===== src/rtl/irq_entry_sequencer_pkg.sv =====
// Shared types and constants for the IRQ entry/return sequencer.
package irq_pkg;

  typedef enum logic [2:0] {
    ST_IDLE,
    ST_DRAIN,
    ST_SAVE,
    ST_VECTOR,
    ST_ACK,
    ST_HANDLER,
    ST_RESTORE
  } irq_state_e;

  localparam logic [4:0] MODE_IRQ = 5'b10010;

  localparam logic [1:0] PC_S_SEQ = 2'b00;
  localparam logic [1:0] PC_S_RET = 2'b10;
  localparam logic [1:0] PC_S_VEC = 2'b11;

  localparam int CPSR_I_BIT = 7;
  localparam int CPSR_F_BIT = 6;
  localparam int CPSR_T_BIT = 5;

  // IRQ entry keeps flags and F, sets I, forces ARM state and IRQ mode.
  function automatic logic [31:0] irq_entry_cpsr(input logic [31:0] cpsr);
    return {cpsr[31:CPSR_I_BIT+1], 1'b1, cpsr[CPSR_F_BIT], 1'b0, MODE_IRQ};
  endfunction

endpackage


===== src/rtl/irq_entry_sequencer_latency_counter.sv =====
// Entry latency counter: counts cycles while counting is high, captures
// count+1 on the final counted cycle, saturates at 16'hFFFF.
module irq_latency_counter (
  input  logic        clk,
  input  logic        rst,
  input  logic        i_counting,
  input  logic        i_capture,
  output logic [15:0] o_latency
);

  logic [15:0] r_count;
  logic [15:0] r_latency;
  logic [15:0] w_count_inc;

  assign w_count_inc = (r_count == 16'hFFFF) ? 16'hFFFF : r_count + 16'd1;

  always_ff @(posedge clk or posedge rst) begin
    if (rst) begin
      r_count   <= 16'd0;
      r_latency <= 16'd0;
    end else begin
      if (!i_counting) begin
        r_count <= 16'd0;
      end else begin
        r_count <= w_count_inc;
      end
      if (i_capture) begin
        r_latency <= w_count_inc;
      end
    end
  end

  assign o_latency = r_latency;

endmodule


===== src/rtl/irq_entry_sequencer.sv =====
// ARMv7 IRQ exception entry/return sequencer (Moore FSM).
// Optional entry-latency statistics under IRQ_LATENCY_STATS_EN.
module irq_entry_sequencer
  import irq_pkg::*;
#(
  parameter logic [31:0] VECTOR_ADDR = 32'h0000_0018
) (
  input  logic        clk,
  input  logic        rst,
  input  logic        int_irq,
  input  logic        instr_done,
  input  logic        exc_return,
  input  logic [31:0] cpsr_in,
  input  logic [31:0] spsr_in,
  input  logic [31:0] pc_in,
  input  logic [31:0] lr_in,
  output logic        stall,
  output logic        inta_irq,
  output logic [1:0]  pc_s,
  output logic        write_pc,
  output logic [31:0] pc_wdata,
  output logic        lr_we,
  output logic        spsr_we,
  output logic        cpsr_we,
  output logic [31:0] lr_wdata,
  output logic [31:0] spsr_wdata,
  output logic [31:0] cpsr_wdata,
  output logic        in_isr
`ifdef IRQ_LATENCY_STATS_EN
  ,
  output logic [15:0] irq_latency
`endif
);

  irq_state_e r_state;
  irq_state_e w_state_next;

  always_ff @(posedge clk or posedge rst) begin
    if (rst) begin
      r_state <= ST_IDLE;
    end else begin
      r_state <= w_state_next;
    end
  end

  always_comb begin
    w_state_next = r_state;
    stall        = 1'b0;
    inta_irq     = 1'b0;
    pc_s         = PC_S_SEQ;
    write_pc     = 1'b0;
    pc_wdata     = 32'd0;
    lr_we        = 1'b0;
    spsr_we      = 1'b0;
    cpsr_we      = 1'b0;
    lr_wdata     = 32'd0;
    spsr_wdata   = 32'd0;
    cpsr_wdata   = 32'd0;
    in_isr       = 1'b0;

    unique case (r_state)
      ST_IDLE: begin
        if (int_irq && !cpsr_in[CPSR_I_BIT]) w_state_next = ST_DRAIN;
      end
      ST_DRAIN: begin
        stall = 1'b1;
        // Retirement wins over a request withdrawn in the same cycle.
        if (instr_done)    w_state_next = ST_SAVE;
        else if (!int_irq) w_state_next = ST_IDLE;
      end
      ST_SAVE: begin
        stall        = 1'b1;
        lr_we        = 1'b1;
        lr_wdata     = pc_in + 32'd4;
        spsr_we      = 1'b1;
        spsr_wdata   = cpsr_in;
        w_state_next = ST_VECTOR;
      end
      ST_VECTOR: begin
        stall        = 1'b1;
        write_pc     = 1'b1;
        pc_s         = PC_S_VEC;
        pc_wdata     = VECTOR_ADDR;
        cpsr_we      = 1'b1;
        cpsr_wdata   = irq_entry_cpsr(cpsr_in);
        w_state_next = ST_ACK;
      end
      ST_ACK: begin
        inta_irq     = 1'b1;
        w_state_next = ST_HANDLER;
      end
      ST_HANDLER: begin
        in_isr = 1'b1;
        if (exc_return) w_state_next = ST_RESTORE;
      end
      ST_RESTORE: begin
        in_isr       = 1'b1;
        write_pc     = 1'b1;
        pc_s         = PC_S_RET;
        pc_wdata     = lr_in - 32'd4;
        cpsr_we      = 1'b1;
        cpsr_wdata   = spsr_in;
        w_state_next = ST_IDLE;
      end
      default: w_state_next = ST_IDLE;
    endcase
  end

`ifdef IRQ_LATENCY_STATS_EN
  logic w_lat_counting;
  logic w_lat_capture;

  assign w_lat_counting = (r_state == ST_DRAIN) || (r_state == ST_SAVE) ||
                          (r_state == ST_VECTOR);
  assign w_lat_capture  = (r_state == ST_VECTOR);

  irq_latency_counter u_latency (
    .clk        (clk),
    .rst        (rst),
    .i_counting (w_lat_counting),
    .i_capture  (w_lat_capture),
    .o_latency  (irq_latency)
  );
`endif

endmodule


===== config.mk =====
export PLATFORM = sky130hd
export DESIGN_NAME = irq_entry_sequencer
export DESIGN_NICKNAME = d
export VERILOG_FILES = /design/src/rtl/irq_entry_sequencer_pkg.sv /design/src/rtl/irq_entry_sequencer_latency_counter.sv /design/src/rtl/irq_entry_sequencer.sv
export SDC_FILE = /design/constraint.sdc
export NUM_CORES = 1
export LEC_CHECK = 0
export ABC_AREA = 1
export BUFFER_PORTS_ARGS = -buffer_cell sky130_fd_sc_hd__buf_2
export CAP_MARGIN = 40
export CORE_AREA = 2 2 105 107
export DETAILED_ROUTE_END_ITERATION = 8
export DIE_AREA = 0 0 107 109
export PLACE_DENSITY_LB_ADDON = 0.2
export SLEW_MARGIN = 20
export SYNTH_ARGS = -nofsm -noshare
export SYNTH_HDL_FRONTEND = slang
export SYNTH_SLANG_ARGS = --single-unit

===== constraint.sdc =====
create_clock -name clk -period 2 [get_ports clk]
set_clock_uncertainty 0.2 [all_clocks]
set_input_delay 0.1 -clock clk [delete_from_list [all_inputs] [get_ports clk]]
set_output_delay 0.1 -clock clk [all_outputs]
set_load 0.01 [all_outputs]

[Word-level counts from Yosys, hierarchy flattened]
Index checks and enable logic that the tools add are counted.
Word-level totals
  bits in registers: 3
  latch bits: 0
  bits in writable memories: 0
  ROM bits: 0
  bits of input ports: 133
  output and inout bits: 137
  logic and storage cells: 34
  memories: 0
Cells by class
  add/subtract/negate cells: 2
  multipliers: 0
  divide/modulo/power cells: 0
  magnitude comparators: 0
  equality and inequality tests: 9
  shifts and indexed selects: 0
  mux-type cells: 15
  bitwise operators: 0
  reduce and logical (&&, ||, !) cells: 7
Operator list (count)
  $pmux 32 s2: 2
  $mux 32: 2
  $add 32x3->32 const B: 1
  $sub 32x3->32 const B: 1
  $pmux 3 s6: 1
  $mux 3: 4
  $eq 3x3->1 const B: 3
  $eq 3x2->1 const B: 2
  $mux 1: 5
  $ne 2x2->1 const B: 2
  $pmux 2 s2: 1
  $reduce_or 2->1: 2
  $eq 3x1->1 const B: 1
  $logic_not 3->1: 1
  $ne 3x3->1 const B: 1
  $reduce_and 3->1: 1
  $reduce_or 3->1: 1
  $logic_and 1x1->1: 1
  $logic_not 1->1: 1

[Depth between registers and ports, before layout]
  depth after elaboration: 4
  gate-level depth with buffers: 9
  mapped depth without buffers: 9

[Least setup slack after synthesis]
Ideal clock, no wire load.
  path kind: reg-to-output
  start: register r_state[0]
  end: output pc_s[1]
  data arrival time: 1323 ps
  required time: 1700 ps
  setup slack: 377 ps
  cell stages (with the launch flop): 7
  buffers on the path: 3
  cells stage by stage: dfrtp_1 buf_4 nor3_4 inv_2 clkbuf_1 nand2_1 buf_4
On the way
  cells in the longest elaborated chain, start to end: 2
  elaborated cells on any way between the ends: 3
  those cells by class: eq/ne (2); mux (1)
RTL lines
  start: declaration: RTL line irq_entry_sequencer.sv:35  | irq_state_e r_state;
  start signal: assignment: RTL line irq_entry_sequencer.sv:42  | r_state <= w_state_next;
  $eq 3x3->1 / $eq 3x2->1 (equally long branches): RTL line irq_entry_sequencer.sv:61  | unique case (r_state)
  $pmux 2 s2 *: RTL line irq_entry_sequencer.sv:61
  end: declaration: RTL line irq_entry_sequencer.sv:19  | output logic [1:0] pc_s,
Mark *: on every way between the ends. The rest lies on a longest branch, timed or not.

[Worst setup path in the final report]
  start: register r_state[2]
  end: output write_pc
On the way
  cells in the longest elaborated chain, start to end: 3
  elaborated cells on any way between the ends: 4
  those cells by class: eq/ne (2); mux (1); reduce/logical (1)
RTL lines
  $eq 3x2->1 / $eq 3x3->1 (equally long branches): RTL line irq_entry_sequencer.sv:61
  $reduce_or 2->1 (no source line) *
  $mux 1 *: RTL line irq_entry_sequencer.sv:61
  end: declaration: RTL line irq_entry_sequencer.sv:20  | output logic write_pc,
Marks and branches as above.

==> impl_metrics.tcl <==
set metrics [dict create \
    status "completed" \
    cts_sinks 3 \
    dr_total_vias 4493 \
    hold_viol 0 \
    required_ns 1.70 \
    routed_wl_mm 13.0 \
    dr.pass1.iters 4 \
    r2r-end "r_state[2]" \
    vdd_drop_max_mv 0.252 \
    antenna_found_initial 0 \
    grt_pass1_wl_mm 19.1 \
    rows 38 \
    holdPathEnd "r_state[0]" \
    ys_seq_area_frac 0.0279 \
    hold_ws_ns 0.0462 \
    worst-path-max-fanout 8 \
    cts_tree "yes" \
    critical_path_class "flip-flop to output port" \
    r2r-start "r_state[0]" \
    cts_buffer_depth 2 \
    hold_path_class "input pin to flip-flop" \
    fill_cells 1284 \
    grt_usage 0.202 \
    synth_nets 753 \
    port_buffers 269 \
    area.growth.synth_to_final_pct 62.2 \
    avgSynthCellArea_um2 4.35 \
    ys_warn_count 0 \
    regMostFlops "r_state" \
    io_pins 270 \
    start_util 0.254 \
    yosysUniqueCellTypes 27 \
    layout_common_cells "buf_2, nor2_1, nand2_1, inv_1, o21ai_0" \
    core_um2 10600 \
    cp.arrival_ns 1.67 \
    gr-total-overflow 0 \
    cts-root-buf "clkbuf_8" \
    die_y_um 109 \
    ys_ff_latch 3 \
    die_w_um 107 \
    largest_reg_flops 3 \
    worstSkewPairLatency_ns 0.22 \
    place_congestion 0.919 \
    first_iter_violations 207 \
    viasPerCell 4.37 \
    max_cap_violations 0 \
    min_from "int_irq" \
    layout-drive-gt1-share 0.345 \
    power_mw 1.95 \
    reg_top3 "r_state: 3 flops" \
    final_common_cell "buf_2" \
    numCtsBuffers 3 \
    r2r_cells 4 \
    dieArea_um2 11700 \
    grt_pass1_vias 3949 \
    relSlewSlack 0.732 \
    nets 1024 \
    cts.htree.levels 1 \
    p_leak_nw 2.67 \
    period_share 0.984 \
    synthFlopType "dfrtp_1" \
    num_antenna_cells 0 \
    min_path_cells 4 \
    setup_viol 0 \
    clkTransAtPathRegs_ns 0.03 \
    postSynthCellCount 618 \
    rsz0062_at_grt "true" \
    mappedNetlistArea_um2 2690 \
    ant_nets 0 \
    async_flop_share 1.00 \
    min_period_ns 1.97 \
    drc 0 \
    p_per_area_nw_per_um2 446 \
    r2r_slack_ns 0.64 \
    synth_edf_count 0 \
    wl_per_cell_um 12.6 \
    startpoint_type "flip-flop" \
    slew_viol_final 0 \
    grt_max_degree 38 \
    hpwl_mm 11.1 \
    worst_pin_slew_ns 0.400 \
    critPathCaptureType "output port" \
    fmax_mhz 508 \
]
-- what timing repair did --
action / CTS / global route
setup endpoints to repair: 7 / 90
buffers inserted: 0 / 4
gates cloned: 0 / 1
gates resized for setup: 1 / 11
hold buffers: 1 / 0
hold endpoints to repair: 3 / 0
-- metal layers --
| layer | share of wire | up-vias | global-route usage | routed length (µm) |
|---|---|---|---|---|
| met5 | 0 | - | 0 | 0 |
| met4 | 0.012 | 0 | 0.0455 | 158 |
| met3 | 0.077 | 13 | 0.0179 | 996 |
| met2 | 0.48 | 195 | 0.357 | 6210 |
| met1 | 0.43 | 1872 | 0.267 | 5630 |
| li1 | - | 2413 | - | - |
-- critical path, cell delays in order, from the launching register on --
cell and delay (ns):
dfrtp_2 0.44, inv_2 0.10, nor3_4 0.29, clkinv_4 0.16, buf_4 0.19, nand2_1 0.11, buf_2 0.16
-- worst max path at each step --
stage / start / to / depth (start not counted)
6_report: r_state[2] / write_pc / 6
5_1_grt: r_state[2] / pc_wdata[16] / 6
4_1_cts: r_state[0] / cpsr_wdata[19] / 5
3_5_place_dp: r_state[0] / cpsr_wdata[19] / 5
3_3_place_gp: lr_in[3] / pc_wdata[18] / 9
2_1_floorplan: r_state[0] / pc_s[1] / 6
-- cell type report --
cell class / instances / area (µm²) / area share
multi-input cells: 506 / 2190 / 0.501
repair buffers: 286 / 1540 / 0.352
inverters: 89 / 344 / 0.0788
well taps: 140 / 175 / 0.0401
flip-flops and latches: 3 / 78.8 / 0.0181
clock buffers: 4 / 45.0 / 0.0103
-- where the power goes --
part           switching (mW)  total (mW)  internal [mW]
sequential             0.0597       0.154         0.0939
clock                  0.0413       0.177          0.136
combinational           0.979        1.62          0.636
-- metrics by stage --
stage / std cells / TNS [ns] / instance area (µm²) / setup slack (ns) / util
2_1_floorplan: 618 / 0 / 2690 / 0.377 / -
3_3_place_gp: 1018 / 0 / 4210 / 0.227 / 0.397
3_5_place_dp: 1018 / 0 / 4210 / 0.189 / 0.397
4_1_cts: 1023 / -0.00358 / 4270 / -0.00358 / 0.403
5_1_grt: 1028 / -0.102 / 4370 / -0.0255 / 0.412
6_report: 1028 / 0 / 4370 / 0.0311 / 0.412
-- cells by family after synthesis --
logic type / share of synthesized area
adder cells (fa/ha/maj): 0.00930
buffers and inverters: 0.164
AO/OA/AOI/OAI: 0.128
AND/OR/NAND/NOR: 0.629
flip-flops: 0.0279
XOR/XNOR: 0.0423
-- synth_stat cells (3+ instances only) --
master / n / area [µm²]
xnor2_1: 5 / 43.8
a21oi_1: 16 / 80.1
nand4_1: 5 / 31.3
buf_4: 5 / 37.5
nand2_1: 183 / 687
buf_2: 10 / 50.1
o21ai_1: 3 / 15.0
xor2_1: 8 / 70.1
nor2_1: 196 / 736
inv_2: 5 / 18.8
inv_1: 84 / 315
dfrtp_1: 3 / 75.1
nor3_1: 4 / 20.0
clkbuf_1: 5 / 18.8
o21ai_0: 44 / 220
nand3_1: 24 / 120
nor2_2: 4 / 25.0
No activity file was read; power rests on OpenSTA's default activity.
